--- config.mk ---
export PLATFORM = sky130hd
export DESIGN_NAME = pulse_train_gen
export DESIGN_NICKNAME = d
export VERILOG_FILES = /design/src/rtl/pulse_pkg.sv /design/src/rtl/phase_timer.sv /design/src/rtl/pulse_train_gen.sv
export SDC_FILE = /design/constraint.sdc
export NUM_CORES = 1
export LEC_CHECK = 0
export CAP_MARGIN = 20
export CELL_PAD_IN_SITES_DETAIL_PLACEMENT = 0
export CELL_PAD_IN_SITES_GLOBAL_PLACEMENT = 1
export CORE_AREA = 2 2 61 63
export CTS_CLUSTER_SIZE = 16
export DETAILED_ROUTE_END_ITERATION = 16
export DIE_AREA = 0 0 63 65
export GPL_ROUTABILITY_DRIVEN = 0
export GPL_TIMING_DRIVEN = 0
export PLACE_DENSITY_LB_ADDON = 0.1
export SETUP_SLACK_MARGIN = 0.3
export SLEW_MARGIN = 15
export SYNTH_ARGS = -nofsm -noshare
export SYNTH_HDL_FRONTEND = slang
export SYNTH_SLANG_ARGS = --single-unit
--- constraint.sdc ---
create_clock -name clk -period 1.9 [get_ports clk]
set_input_delay 0.475 -clock clk [delete_from_list [all_inputs] [get_ports clk]]
set_output_delay 0.475 -clock clk [all_outputs]
set_load 0.02 [all_outputs]
--- src/rtl/pulse_pkg.sv ---
// Shared definitions for the pulse train generator: FSM state encoding and
// the width of the phase down-counter.
package pulse_pkg;

    // Width of the phase timer; HIGH_CYC and LOW_CYC must fit in it.
    localparam int PHASE_W = 8;

    // Generator state: waiting for a trigger, driving a high phase, or
    // holding the gap between two pulses.
    typedef enum logic [1:0] {
        ST_IDLE = 2'd0,
        ST_HIGH = 2'd1,
        ST_LOW  = 2'd2
    } pulse_state_t;

endpackage : pulse_pkg

--- src/rtl/phase_timer.sv ---
// Loadable down-counter that times one HIGH or LOW phase of the pulse train.
// A phase loaded with N lasts exactly N cycles; expire is high in the last
// cycle of the phase so the owner can load the next phase in time.
module phase_timer
    import pulse_pkg::*;
(
    input  logic               clk,
    input  logic               reset_p,
    input  logic               load,
    input  logic [PHASE_W-1:0] load_val,
    output logic [PHASE_W-1:0] value,
    output logic               expire
);

    // Load a new phase length, otherwise count down and park at zero.
    always_ff @(posedge clk or posedge reset_p) begin
        if (reset_p) begin
            value <= '0;
        end else if (load) begin
            value <= load_val;
        end else if (value != '0) begin
            value <= value - PHASE_W'(1);
        end
    end

    assign expire = (value == PHASE_W'(1));

endmodule : phase_timer

--- src/rtl/pulse_train_gen.sv ---
// Pulse train generator: on an accepted trig it emits `count` pulses of
// HIGH_CYC high cycles separated by LOW_CYC low cycles, with registered
// rise/fall/busy/done status.
// Optional feature: define PULSE_TRAIN_RETRIGGER_EN to let a trig with a
// nonzero count restart the train while it is still running.
module pulse_train_gen
    import pulse_pkg::*;
#(
    parameter int CNT_W    = 8,
    parameter int HIGH_CYC = 3,
    parameter int LOW_CYC  = 2
) (
    input  logic             clk,
    input  logic             reset_p,
    input  logic             trig,
    input  logic [CNT_W-1:0] count,
    output logic             pulse_out,
    output logic             rise,
    output logic             fall,
    output logic             busy,
    output logic             done
);

    localparam logic [PHASE_W-1:0] HIGH_LOAD = PHASE_W'(HIGH_CYC);
    localparam logic [PHASE_W-1:0] LOW_LOAD  = PHASE_W'(LOW_CYC);

    pulse_state_t       state;
    logic [CNT_W-1:0]   remaining;
    logic               start;
    logic               last_pulse;
    logic               timer_load;
    logic [PHASE_W-1:0] timer_val;
    logic [PHASE_W-1:0] phase_value;
    logic               phase_expire;
    logic               unused_phase_bits;

    // The phase value is exported by the timer for observation only.
    assign unused_phase_bits = ^phase_value;

`ifdef PULSE_TRAIN_RETRIGGER_EN
    // Any trig with a nonzero count (re)starts the train, even mid-train.
    assign start = trig && (count != '0);
`else
    // Only an idle generator accepts a trig; a zero count is never a start.
    assign start = trig && (count != '0) && (state == ST_IDLE);
`endif

    // The pulse now ending is the final one when the counter holds one.
    assign last_pulse = (remaining == CNT_W'(1));

    // Decide when the phase timer must be loaded and with which length.
    always_comb begin
        timer_load = 1'b0;
        timer_val  = HIGH_LOAD;
        if (start) begin
            timer_load = 1'b1;
            timer_val  = HIGH_LOAD;
        end else if ((state == ST_HIGH) && phase_expire && !last_pulse) begin
            timer_load = 1'b1;
            timer_val  = LOW_LOAD;
        end else if ((state == ST_LOW) && phase_expire) begin
            timer_load = 1'b1;
            timer_val  = HIGH_LOAD;
        end
    end

    phase_timer u_phase_timer (
        .clk      (clk),
        .reset_p  (reset_p),
        .load     (timer_load),
        .load_val (timer_val),
        .value    (phase_value),
        .expire   (phase_expire)
    );

    // Pulse FSM with the remaining-pulse counter and all registered outputs.
    always_ff @(posedge clk or posedge reset_p) begin
        if (reset_p) begin
            state     <= ST_IDLE;
            remaining <= '0;
            pulse_out <= 1'b0;
            rise      <= 1'b0;
            fall      <= 1'b0;
            busy      <= 1'b0;
            done      <= 1'b0;
        end else begin
            rise <= 1'b0;
            fall <= 1'b0;
            done <= 1'b0;
            case (state)
                ST_IDLE: begin
                    if (start) begin
                        state     <= ST_HIGH;
                        remaining <= count;
                        pulse_out <= 1'b1;
                        rise      <= 1'b1;
                        busy      <= 1'b1;
                    end
                end
                ST_HIGH: begin
                    if (start) begin
                        remaining <= count;
                    end else if (phase_expire) begin
                        remaining <= remaining - CNT_W'(1);
                        pulse_out <= 1'b0;
                        fall      <= 1'b1;
                        if (last_pulse) begin
                            state <= ST_IDLE;
                            busy  <= 1'b0;
                            done  <= 1'b1;
                        end else begin
                            state <= ST_LOW;
                        end
                    end
                end
                ST_LOW: begin
                    if (start || phase_expire) begin
                        state     <= ST_HIGH;
                        pulse_out <= 1'b1;
                        rise      <= 1'b1;
                        if (start) begin
                            remaining <= count;
                        end
                    end
                end
                default: begin
                    state     <= ST_IDLE;
                    remaining <= '0;
                    pulse_out <= 1'b0;
                    busy      <= 1'b0;
                end
            endcase
        end
    end

endmodule : pulse_train_gen
==> flow_metrics.env, run 1 <==
export IMPL_worst_hold_slack_ps=505
export IMPL_crit_arrival_ps=1980
export IMPL_wire_per_inst_um=15.2
export IMPL_utilization_pct=55.6
export IMPL_period_share_pct=92.7
export IMPL_grt_start_max_net_pins=24
export IMPL_hold_viol=0
export IMPL_fin_crit_ps=1760
export IMPL_fp_dieArea_mm2=0.00410
export IMPL_layout_commonest_cell="dfrtp_1"
export IMPL_netlist_instances=142
export IMPL_seq_area_frac_synth_pct=40.5
export IMPL_grt_ovfl_total=0
export IMPL_pre_cts_ws_ps=-472
export IMPL_cts_tree="done"
export IMPL_antenna_found_initial=0
export IMPL_critPathMaxFanout=6
export IMPL_total_power_mw=3.44
export IMPL_min_path_type="register to register"
export IMPL_rsz0062_at_grt="true"
export IMPL_num_nets_final=195
export IMPL_leakage_nw=0.874
export IMPL_grt_pass1_vias=1298
export IMPL_syn_area_per_cell_um2=10.0
export IMPL_n_antenna_cell=0
export IMPL_finalSetupViolCount=0
export IMPL_viasPerCell=5.30
export IMPL_synth_area_mm2=0.00142
export IMPL_vias=1202
export IMPL_start_kind="register"
export IMPL_htreeDepth=1
export IMPL_place_area_mm2=0.00167
export IMPL_async_flop_share_pct=100
export IMPL_portBuffers=15
export IMPL_rows=22
export IMPL_drt_iter0_drc=52
export IMPL_cp_startpoint="u_phase_timer.value[1]"
export IMPL_worstHoldStart="pulse_out"
export IMPL_ctsHoldBuffers=0
export IMPL_cts_buffers=3
export IMPL_rr_startpoint="u_phase_timer.value[1]"
export IMPL_syn2layout_area_growth_pct=36.8
export IMPL_clock_latency_ps=320
export IMPL_maxCapViolations=0
export IMPL_yosysWarnings=0
export IMPL_totalWireLength_mm=3.46
export IMPL_numClockSinks=23
export IMPL_final_cell_mix="18 x dfrtp_1, 13 x dlygate4sd2_1, 13 x buf_4"
export IMPL_critPathKind="register to register"
export IMPL_tightest_slew_ps=894
export IMPL_hpwl_mm=2.34
export IMPL_grt_pass1_wl_mm=6.18
export IMPL_slew_viol_final=0
export IMPL_fin_area_mm2=0.00194
export IMPL_fmax_mhz=568
export IMPL_die_w_um=63
export IMPL_synth_nets=157
export IMPL_drcViolationCount=0
export IMPL_slew_headroom_pct=40.3
export IMPL_crit_required_ps=2120
export IMPL_pwr_density_cell_mw_per_mm2=1770
export IMPL_clock_skew_ps=5.54
export IMPL_synth_edff_count=0
export IMPL_first_pass_iters=4
export IMPL_ys_flop_type="dfrtp_1"
export IMPL_drive_above_1_share_pct=36.3
export IMPL_dieHeight_um=65
export IMPL_layout_setup_ws_ps=139
export IMPL_top_level_ports=16
export IMPL_core_mm2=0.00350
export IMPL_ys_seq_elements=23
export IMPL_vdd_ir_drop_max_uv=764
export IMPL_status="complete, no violations"
export IMPL_worstSetupEndpointType="register"
export IMPL_cts_buffer_depth=2
export IMPL_fillCellCount=347
export IMPL_clock_root_buffer="clkbuf_4"
export IMPL_groute_usage_overall_pct=19.7
export IMPL_start_util_pct=40.7
export IMPL_clkSlewWorstSetupHoldPaths_ps=130
export IMPL_ant_nets=0
export IMPL_synth_cell_types=55
cells by family after synthesis:
kind of cell / count (synthesis) / share of synthesized area [%]
XOR/XNOR: 6 / 3.70
flip-flops: 23 / 40.5
multiplexers: 5 / 3.79
AND/OR/NAND/NOR: 50 / 22.1
buffers and inverters: 17 / 5.63
adder cells (fa/ha/maj): 4 / 3.52
AO/OA/AOI/OAI: 37 / 20.8
report_power, final:
part           internal, mW  leakage (nW)  switching, mW
Combinational          1.18         0.575           1.06
Clock                0.0821        0.0150          0.153
Sequential            0.700         0.284          0.261
Total                  1.96         0.874           1.47
state kept, by name (all words and copies together) (netlist names):
signal and count:
remaining 8, u_phase_timer.value 8, state 2, busy 1, done 1, fall 1, pulse_out 1, rise 1
cells in the mapped netlist (all sizes together), types with 4 or more instances:
cell type,n,area [um^2]
o21ai,5,25.0
nor4,4,37.5
dfrtp,23,576
a21oi,7,35.0
ha,4,50.1
o22ai,4,38.8
nor2,17,66.3
xnor2,4,35.0
inv,12,45.0
layout make-up:
| type | count | area (um^2) | share of cell area [%] |
|---|---|---|---|
| Clock buffer | 4 | 26.3 | 1.35 |
| Buffer | 5 | 36.3 | 1.87 |
| Tap cell | 48 | 60.1 | 3.09 |
| Multi-Input combinational cell | 102 | 907 | 46.7 |
| Timing Repair Buffer | 33 | 288 | 14.8 |
| Inverter | 12 | 45.0 | 2.32 |
| Sequential cell | 23 | 582 | 29.9 |
critical path, cell delays in order (launching register included):
cell	delay [ps]
dfrtp_1	390
inv_2	50
ha_2	170
nor3b_4	150
and2_4	160
buf_6	120
o22ai_4	280
mux2_4	330
per-stage QoR:
stage,std cells,setup TNS (ps)
floorplan,142,0
global placement,205,-4390
detailed placement,205,-4680
CTS,227,0
global route,227,0
finish,227,0
timing repair:
item,4_1_cts,5_1_grt
pin swaps,14,8
setup buffers,18,0
endpoints found under the setup margin,25,19
gates resized for setup,35,14
metal layers:
metal | vias to the layer above | GRT usage [%] | routed length [um]
li1 | 589 | - | -
met1 | 601 | 23.5 | 1500
met2 | 12 | 35.8 | 1900
met3 | 0 | 3.13 | 65
met4 | 0 | 6.67 | 0
met5 | - | 0 | 0
worst paths after layout:
path	endpoint	cells past startpoint	slack, ps
max	remaining[3]	7	140
min	pulse_out	1	500
max reg2reg	remaining[3]	7	140
min reg2reg	pulse_out	1	500
max in group asynchronous	u_phase_timer.value[4]	2	670
min in group asynchronous	u_phase_timer.value[3]	2	630
(Power assumes the default switching activity.)
==> inputs of run 2 (changes only) <==
--- a/config.mk
+++ b/config.mk
@@ -13,10 +13,8 @@
 export DETAILED_ROUTE_END_ITERATION = 16
 export DIE_AREA = 0 0 63 65
 export GPL_ROUTABILITY_DRIVEN = 0
-export GPL_TIMING_DRIVEN = 0
 export PLACE_DENSITY_LB_ADDON = 0.1
 export SETUP_SLACK_MARGIN = 0.3
-export SLEW_MARGIN = 15
 export SYNTH_ARGS = -nofsm -noshare
 export SYNTH_HDL_FRONTEND = slang
 export SYNTH_SLANG_ARGS = --single-unit
==> flow_metrics.env, run 2 (synthesis results as in run 1) <==
export IMPL_status="complete, no violations"
export IMPL_drive_above_1_share_pct=43.0
export IMPL_grt_pass1_vias=1330
export IMPL_multi_input_area_um2=972
export IMPL_leakage_nw=0.932
export IMPL_crit_arrival_ps=1910
export IMPL_slew_headroom_pct=78.9
export IMPL_period_share_pct=89.9
export IMPL_portBuffers=15
export IMPL_crit_required_ps=2100
export IMPL_rows=22
export IMPL_pwr_density_cell_mw_per_mm2=1760
export IMPL_worst_r2r_cell_count=6
export IMPL_first_pass_iters=4
export IMPL_clock_skew_ps=6.54
export IMPL_drt_iter0_drc=29
export IMPL_rsz0062_at_grt="true"
export IMPL_tightest_slew_ps=316
export IMPL_antenna_found_initial=0
export IMPL_start_util_pct=40.7
export IMPL_numClockSinks=23
export IMPL_ff_latch_area_um2=581
export IMPL_hold_viol=0
export IMPL_vias=1252
export IMPL_drcViolationCount=0
export IMPL_utilization_pct=59.3
export IMPL_groute_usage_overall_pct=19.1
export IMPL_ant_nets=0
export IMPL_maxCapViolations=0
export IMPL_hpwl_mm=2.50
export IMPL_fp_dieArea_mm2=0.00410
export IMPL_layout_commonest_cell="buf_4"
export IMPL_slew_viol_final=0
export IMPL_num_nets_final=202
export IMPL_clock_root_buffer="clkbuf_4"
export IMPL_fillCellCount=338
export IMPL_grt_start_max_net_pins=24
export IMPL_wire_per_inst_um=15.2
export IMPL_tns_ps=0
export IMPL_critPathMaxFanout=5
export IMPL_fin_crit_ps=1710
export IMPL_core_mm2=0.00350
export IMPL_start_kind="register"
export IMPL_vdd_ir_drop_max_uv=817
export IMPL_viasPerCell=5.35
export IMPL_n_antenna_cell=0
export IMPL_critPathKind="register to register"
export IMPL_cts_tree="done"
export IMPL_worst_hold_slack_ps=497
export IMPL_fmax_mhz=585
export IMPL_finalSetupViolCount=0
export IMPL_totalWireLength_mm=3.57
export IMPL_grt_pass1_wl_mm=6.09
export IMPL_top_level_ports=16
export IMPL_total_power_mw=3.65
export IMPL_worstSetupEndpointType="register"
export IMPL_final_cell_mix="22 x buf_4, 19 x dfrtp_1, 13 x dlygate4sd2_1"
export IMPL_reg_largest_list="remaining x8, u_phase_timer.value x8, state x2"
export IMPL_clkSlewWorstSetupHoldPaths_ps=120
export IMPL_grt_ovfl_total=0
export IMPL_htreeDepth=1
export IMPL_syn2layout_area_growth_pct=45.9
export IMPL_cts_buffers=3
export IMPL_clock_latency_ps=300
export IMPL_cts_buffer_depth=2
export IMPL_dieHeight_um=65
export IMPL_min_path_type="input port to asynchronous set/reset pin"
export IMPL_die_w_um=63
-- run 2: cell count changes in the layout (fill, tap and decap cells not counted), sizes merged --
cell | before | now
clkbuf | 5 | 4
buf | 22 | 30
-- run 2: layout make-up --
class	count	area share [%]
Multi-Input combinational cell	102	46.9
Sequential cell	23	28.0
Timing Repair Buffer	45	18.8
Tap cell	48	2.90
Inverter	12	2.17
Clock buffer	4	1.27
-- run 2: routing by layer --
metal	GRT usage, %	share of wire, %	vias to the layer above
li1	-	-	611
met1	23.2	43	620
met2	33.6	53	19
met3	3.30	3.3	2
met4	7.50	0.67	0
met5	0	0	-
-- run 2: power breakdown --
group	internal (mW)	switching (mW)	total (mW)
sequential	0.698	0.259	0.957
clock	0.0818	0.139	0.221
combinational	1.32	1.15	2.47
-- run 2: stage by stage --
step / instance area (um^2) / instances / setup WS [ps]
final: 2070 / 234 / 192
after global routing: 2070 / 234 / 121
after CTS: 1930 / 230 / 181
after detailed placement: 1760 / 217 / -272
after global placement: 1760 / 217 / -255
after floorplan: 1460 / 142 / 186
-- run 2: worst max-delay path: stages (launching register included) --
cell and delay (ps):
dfrtp_1 450, ha_4 170, nor3b_4 140, and2_4 170
buf_6 110, o22ai_4 240, mux2_4 330
-- run 2: path summary, 6_finish.rpt --
kind,startpoint,endpoint,slack (ps)
max reg2reg,u_phase_timer.value[0],remaining[7],190
min,reset_p,u_phase_timer.value[3],500
max,u_phase_timer.value[0],remaining[7],190
min reg2reg,pulse_out,pulse_out,510
max in group asynchronous,reset_p,remaining[4],1150
min in group clk,pulse_out,pulse_out,510
-- run 2: repair_timing --
| item | in CTS | in global routing |
|---|---|---|
| hold buffers | 0 | 0 |
| endpoints found under the hold margin | 0 | 0 |
| setup endpoints to repair | 23 | 20 |
| setup buffers | 9 | 4 |
| pin swaps | 16 | 9 |
| gates resized for setup | 37 | 23 |
==> inputs of run 3 (changes only) <==
--- a/config.mk
+++ b/config.mk
@@ -13,6 +13,7 @@
 export DETAILED_ROUTE_END_ITERATION = 16
 export DIE_AREA = 0 0 63 65
 export GPL_ROUTABILITY_DRIVEN = 0
+export GPL_TIMING_DRIVEN = 0
 export PLACE_DENSITY_LB_ADDON = 0.1
 export SETUP_SLACK_MARGIN = 0.3
 export SYNTH_ARGS = -nofsm -noshare
==> results of run 3 <==
Same layout as run 1: the final DEF is identical, and so are final timing and power.
==> patch 1, RTL diff (flow settings as in run 2) <==
Add a define of `PULSE_TRAIN_RETRIGGER_EN`.
--- a/src/rtl/pulse_train_gen.sv
+++ b/src/rtl/pulse_train_gen.sv
@@ -5,2 +5,4 @@
 // nonzero count restart the train while it is still running.
+`define PULSE_TRAIN_RETRIGGER_EN
+
 module pulse_train_gen
Function: changed (Yosys sat finds a counterexample within 10 cycles, from zero or initial values and one cycle with reset_p high).
==> patch 1 against run 2 <==
Area after synthesis down 2.7%; final cell count fell by 0.43%; total power decreased by 33%; sequential share of layout area grew 0.41 points; global-route usage down 0.63 points; setup slack worse by 0.16 ns; clock skew decreased by 0.00050 ns; wire length grew 0.31%; sequential cell count unchanged; design area is 1.9% lower; critical path type unchanged; critical endpoint is now busy; largest cell class unchanged; highest routed layer unchanged.
==> patch 1: results (changes against run 2) <==
\begin{tabular}{lr}
\hline
Metric & Value \\
\hline
\multicolumn{2}{l}{\textbf{Outcome}} \\
\quad Outcome & finished clean \\
\multicolumn{2}{l}{\textbf{Synthesis}} \\
\quad Synth area leaders & dfrtp\_1, ha\_1, nor2\_1 \\
\quad Fraction of the mapped netlist area in compound gates & 18.9\% (-1.9 points) \\
\quad Synth Area in XOR/XNOR & 5.07\% (+1.4 points) \\
\quad Adder-cell area share of the yosys netlist & 3.62\% (+0.099 points) \\
\quad Yosys cell types & 51 (-7.3\%) \\
\quad Post-synthesis mux area share & 2.35\% (-1.4 points) \\
\quad Most numerous cell types in the synthesized netlist & dfrtp\_1, nor2\_1, inv\_1, o21ai\_0, a21oi\_1 \\
\quad Post-synth net total & 155 (-1.3\%) \\
\multicolumn{2}{l}{\textbf{Placement}} \\
\quad Placed wire-length estimate after detailed placement & 2.45 mm (-2.0\%) \\
\quad Cell area reported after detailed placement & 1740 um2 (-1.2\%) \\
\multicolumn{2}{l}{\textbf{Global route}} \\
\quad Global routing usage summed across all routing layers & 18.5\% (-0.63 points) \\
\quad Global-route wire length before repair & 5.84 mm (-4.2\%) \\
\quad Number of global-route vias before repair & 1223 (-8.0\%) \\
\multicolumn{2}{l}{\textbf{Power}} \\
\quad Static Leak & 0.866 nW (-7.1\%) \\
\multicolumn{2}{l}{\textbf{Final layout}} \\
\quad Filler instances & 299 (-12\%) \\
\quad Fraction of final layout cells with drive strength greater than 1 & 45.4\% (+2.4 points) \\
\quad Utilization of the core after routing & 58.2\% (-1.1 points) \\
\quad Final cell count without fillers & 233 (-0.43\%) \\
\multicolumn{2}{l}{\textbf{STA}} \\
\quad Actual transition at the worst max-transition pin & 0.353 ns (+0.0372 ns) \\
\quad Setup skew after layout & 0.00604 ns (-0.000502 ns) \\
\multicolumn{2}{l}{\textbf{Critical path}} \\
\quad Arrival time reported for the critical path endpoint & 2.08 ns (+0.17 ns) \\
\quad Maximum fanout count along the critical path & 2 (-3) \\
\quad Slowest stage delay, CP & 0.57 ns (+0.12 ns) \\
\quad Cell with the largest stage delay on the worst path & or4\_4 \\
\multicolumn{2}{l}{\textbf{Route}} \\
\quad Routed wirelength normalized by instance count & 15.3 um (+0.74\%) \\
\quad Iteration-0 DRC count of the detailed router & 36 (+24\%) \\
\multicolumn{2}{l}{\textbf{Hold path}} \\
\quad Worst Hold Class & primary input to register \\
\hline
\end{tabular}
patch 1: cell count changes in the layout (fill, tap and decap cells not counted), moves of 4 or more:
cell / change
dlygate4sd2_1: -8
inv_1: -4
nor2_4: -5
o21ai_1: +4
clkbuf_2: +5
o211ai_1: +4
patch 1: worst max-delay path: cells and delay by family, from the launching register on:
kind	cells	cell delay (ns)
and+or+nand+nor	2	1.03
DFF	1	0.41
AOI/OAI and AO/OA	2	0.32
patch 1: power breakdown:
| group | internal (mW) | leakage (nW) | switching [mW] |
|---|---|---|---|
| Combinational | 0.702 | 0.569 | 0.688 |
| Clock | 0.0823 | 0.0150 | 0.157 |
| Sequential | 0.623 | 0.282 | 0.182 |
| Total | 1.41 | 0.866 | 1.03 |
patch 1: repair_timing:
action                     CTS  global route
setup buffers                1            10
pin swaps                    7            13
resized for setup           30            48
cloned                       1             0
setup endpoints to repair   28            21
patch 1: layer usage:
metal  vias to the layer above  track usage [%]  share of wire (%)
li1                        615                -                  -
met1                       617             22.9                 44
met2                        17             32.2                 53
met3                         4             2.60                2.3
met4                         0             7.50                1.3
met5                         -                0                  0
patch 1: path summary, 6_finish.rpt:
| check | to | start | slack [ns] | depth (start not counted) |
|---|---|---|---|---|
| worst max-delay path | busy | remaining[4] | 0.03 | 4 |
| worst min-delay path | remaining[3] | count[3] | 0.43 | 3 |
| worst max register to register | busy | remaining[4] | 0.03 | 4 |
| worst min register to register | pulse_out | pulse_out | 0.57 | 2 |
| max in group asynchronous | u_phase_timer.value[0] | reset_p | 1.16 | 3 |
| min in group asynchronous | remaining[2] | reset_p | 0.47 | 3 |
patch 1: final cells by class:
class                           count  area share, %
Tap cell                           48           2.95
Timing Repair Buffer               46           18.5
Inverter                            8           1.48
Clock buffer                        4           1.29
Sequential cell                    23           28.4
Multi-Input combinational cell    104           47.4
==> patch 2, RTL diff (flow settings as in run 2) <==
Made on the original files. Put one more register stage on the output `fall`, without a reset. The value now appears one clock later. The other outputs are not delayed to match.
--- a/src/rtl/pulse_train_gen.sv
+++ b/src/rtl/pulse_train_gen.sv
@@ -25,2 +25,4 @@
     localparam logic [PHASE_W-1:0] LOW_LOAD  = PHASE_W'(LOW_CYC);
+
+    logic fall_s0;
 
@@ -82,3 +84,3 @@
             rise      <= 1'b0;
-            fall      <= 1'b0;
+            fall_s0   <= 1'b0;
             busy      <= 1'b0;
@@ -87,3 +89,3 @@
             rise <= 1'b0;
-            fall <= 1'b0;
+            fall_s0 <= 1'b0;
             done <= 1'b0;
@@ -105,3 +107,3 @@
                         pulse_out <= 1'b0;
-                        fall      <= 1'b1;
+                        fall_s0   <= 1'b1;
                         if (last_pulse) begin
@@ -135,2 +137,6 @@
 
+    always_ff @(posedge clk) begin
+        fall <= fall_s0;
+    end
+
 endmodule : pulse_train_gen
Formal check against the unedited RTL: not equivalent (Yosys sat finds a counterexample within 10 cycles, from zero or initial values and one cycle with reset_p high).
==> patch 2 against run 2 <==
Area after synthesis shrank 4.9%; via count grew 0.72%; sequential cell count grew 1; global-route usage grew 0.068 points; wire length shrank 0.76%; maximum frequency shrank 9.4%; sequential share of layout area grew 1.5 points; sequential power shrank 3.4%; total power shrank 3.2%; setup slack lost 0.18 ns; design area shrank 2.7%.
==> patch 2: results (changes against run 2) <==
\begin{tabular}{lr}
\hline
Metric & Value \\
\hline
\multicolumn{2}{l}{\textbf{Clock tree}} \\
\quad Deepest level of the CTS H-tree & 1 (unchanged) \\
\quad Clock network latency to the later pin of the worst-skew pair & 0.34 ns (+0.04 ns) \\
\quad Post-CTS clock slew at the launch and capture registers of the worst setup and hold paths & 0.15 ns (+0.03 ns) \\
\quad Clock buffer depth & 2 (unchanged) \\
\multicolumn{2}{l}{\textbf{Global route}} \\
\quad Number of global-route vias before repair & 1243 (-6.5\%) \\
\quad Global routing usage summed across all routing layers & 19.2\% (+0.068 points) \\
\quad Global-route wire length before repair & 6.04 mm (-0.90\%) \\
\multicolumn{2}{l}{\textbf{STA}} \\
\quad Shortest clock period the worst path allows after layout & 1.89 ns (+0.177 ns) \\
\quad Setup skew after layout & 0.0155 ns (+0.00897 ns) \\
\quad WHS & 0.364 ns (-0.132 ns) \\
\quad Worst relative slew slack & 68.3\% (-11 points) \\
\multicolumn{2}{l}{\textbf{Synthesis}} \\
\quad Post-synth net total & 154 (-1.9\%) \\
\quad Sequential cell area fraction in the yosys report & 44.1\% (+3.6 points) \\
\quad Async SR Flop Fraction & 95.8\% (-4.2 points) \\
\quad Yosys cell types & 48 (-13\%) \\
\quad Synth area leaders & dfrtp\_1, inv\_1, ha\_1 \\
\quad Most numerous cell types in the synthesized netlist & dfrtp\_1, inv\_1, nor2\_1 \\
\multicolumn{2}{l}{\textbf{Route}} \\
\quad Routed wirelength normalized by instance count & 14.9 um (-2.0\%) \\
\quad Vias per cell & 5.32 (-0.56\%) \\
\quad Iteration-0 DRC count of the detailed router & 66 (+130\%) \\
\quad Drt pass-1 iters & 4 (unchanged) \\
\multicolumn{2}{l}{\textbf{Final layout}} \\
\quad Number of nets in the layout & 205 (+1.5\%) \\
\quad Fraction of final layout cells with drive strength greater than 1 & 37.0\% (-6.0 points) \\
\quad Count of antenna diodes in the layout & 0 (unchanged) \\
\multicolumn{2}{l}{\textbf{Placement}} \\
\quad Port bufs & 15 (unchanged) \\
\quad Place WS & -0.283 ns (-0.0108 ns) \\
\quad Placed wire-length estimate after detailed placement & 2.51 mm (+0.42\%) \\
\multicolumn{2}{l}{\textbf{Power}} \\
\quad Static Leak & 0.942 nW (+1.0\%) \\
\quad Maximum vdd drop & 0.000773 V (-5.5\%) \\
\multicolumn{2}{l}{\textbf{Outcome}} \\
\quad Outcome & finished clean \\
\multicolumn{2}{l}{\textbf{Critical path}} \\
\quad Maximum fanout count along the critical path & 6 (+1) \\
\quad Arrival time reported for the critical path endpoint & 2.15 ns (+0.24 ns) \\
\quad Setup slack on the worst flop-to-flop path & 0.01 ns (-0.18 ns) \\
\multicolumn{2}{l}{\textbf{Hold path}} \\
\quad Worst Hold Class & register to register \\
\multicolumn{2}{l}{\textbf{Run}} \\
\quad Max-cap violation count & 0 (unchanged) \\
\hline
\end{tabular}
==> patch 2: changes by cell type after synthesis, moves of 3 or more <==
cell       change
nand2_1        +4
a221o_1        +3
o21ai_0        +3
xnor2_1        -3
nor2_1         -6
o2bb2ai_1      -3
==> patch 2: area by class of cell <==
class	count	area (um2)
fill	326	1480
multi-input combinational	97	840
tap	48	60.1
clock buffer	3	22.5
inverter	14	52.6
timing repair buffer	50	418
clock inverter	1	30.0
sequential	24	596
==> patch 2: routing by layer <==
layer / part of all wire [%] / vias to the layer above / wire length, um / track usage [%]
met5: 0 / - / 0 / 0
met3: 4.2 / 7 / 149 / 2.60
met1: 49 / 606 / 1740 / 27.4
li1: - / 615 / - / -
met2: 45 / 33 / 1580 / 28.6
met4: 2.0 / 0 / 70 / 8.89
==> patch 2: worst max-delay path: stages, from the launching register on <==
cell and delay [ns]:
dfrtp_1 0.42, or4_4 0.55, buf_6 0.14, nor4b_4 0.25, o211ai_1 0.14, buf_4 0.18, nor2b_1 0.12
==> patch 2: cells by family after synthesis <==
| kind of cell | Yosys count | synth area share (%) |
|---|---|---|
| DFF | 24 | 44.1 |
| and+or+nand+nor | 45 | 19.6 |
| buffers and inverters | 18 | 5.09 |
| adders and majority gates | 4 | 3.70 |
| xor gates and xnor gates | 4 | 2.59 |
| AOI/OAI and AO/OA | 40 | 21.4 |
| muxes | 4 | 3.52 |
==> patch 2: final timing paths <==
check,start,endpoint
max in group asynchronous,reset_p,u_phase_timer.value[2]
worst max register to register,remaining[5],u_phase_timer.value[6]
worst min-delay path,fall_s0,fall
worst max-delay path,remaining[5],u_phase_timer.value[6]
worst min register to register,fall_s0,fall
min in group asynchronous,reset_p,remaining[7]
==> patch 2: repair_timing <==
action,4_1_cts,5_1_grt
hold endpoints to repair,0,0
endpoints found under the setup margin,26,21
gates resized for setup,35,8
pin swaps,10,6
hold buffers,0,0
buffers inserted,7,3
cloned,0,0
==> patch 2: stage by stage <==
step / TNS [ns] / instance area (um2) / instances
2_1_floorplan: -0.0439 / 1420 / 139
3_3_place_gp: -2.62 / 1790 / 223
3_5_place_dp: -2.72 / 1790 / 223
4_1_cts: 0 / 1980 / 234
5_1_grt: -0.0957 / 2020 / 237
6_report: 0 / 2020 / 237
==> patch 2: power by group <==
| part | leakage [nW] | internal [mW] | total, mW | switching (mW) |
|---|---|---|---|---|
| Combinational | 0.616 | 1.17 | 2.22 | 1.05 |
| Clock | 0.0279 | 0.214 | 0.387 | 0.173 |
| Sequential | 0.298 | 0.720 | 0.924 | 0.204 |
| Total | 0.942 | 2.10 | 3.53 | 1.43 |
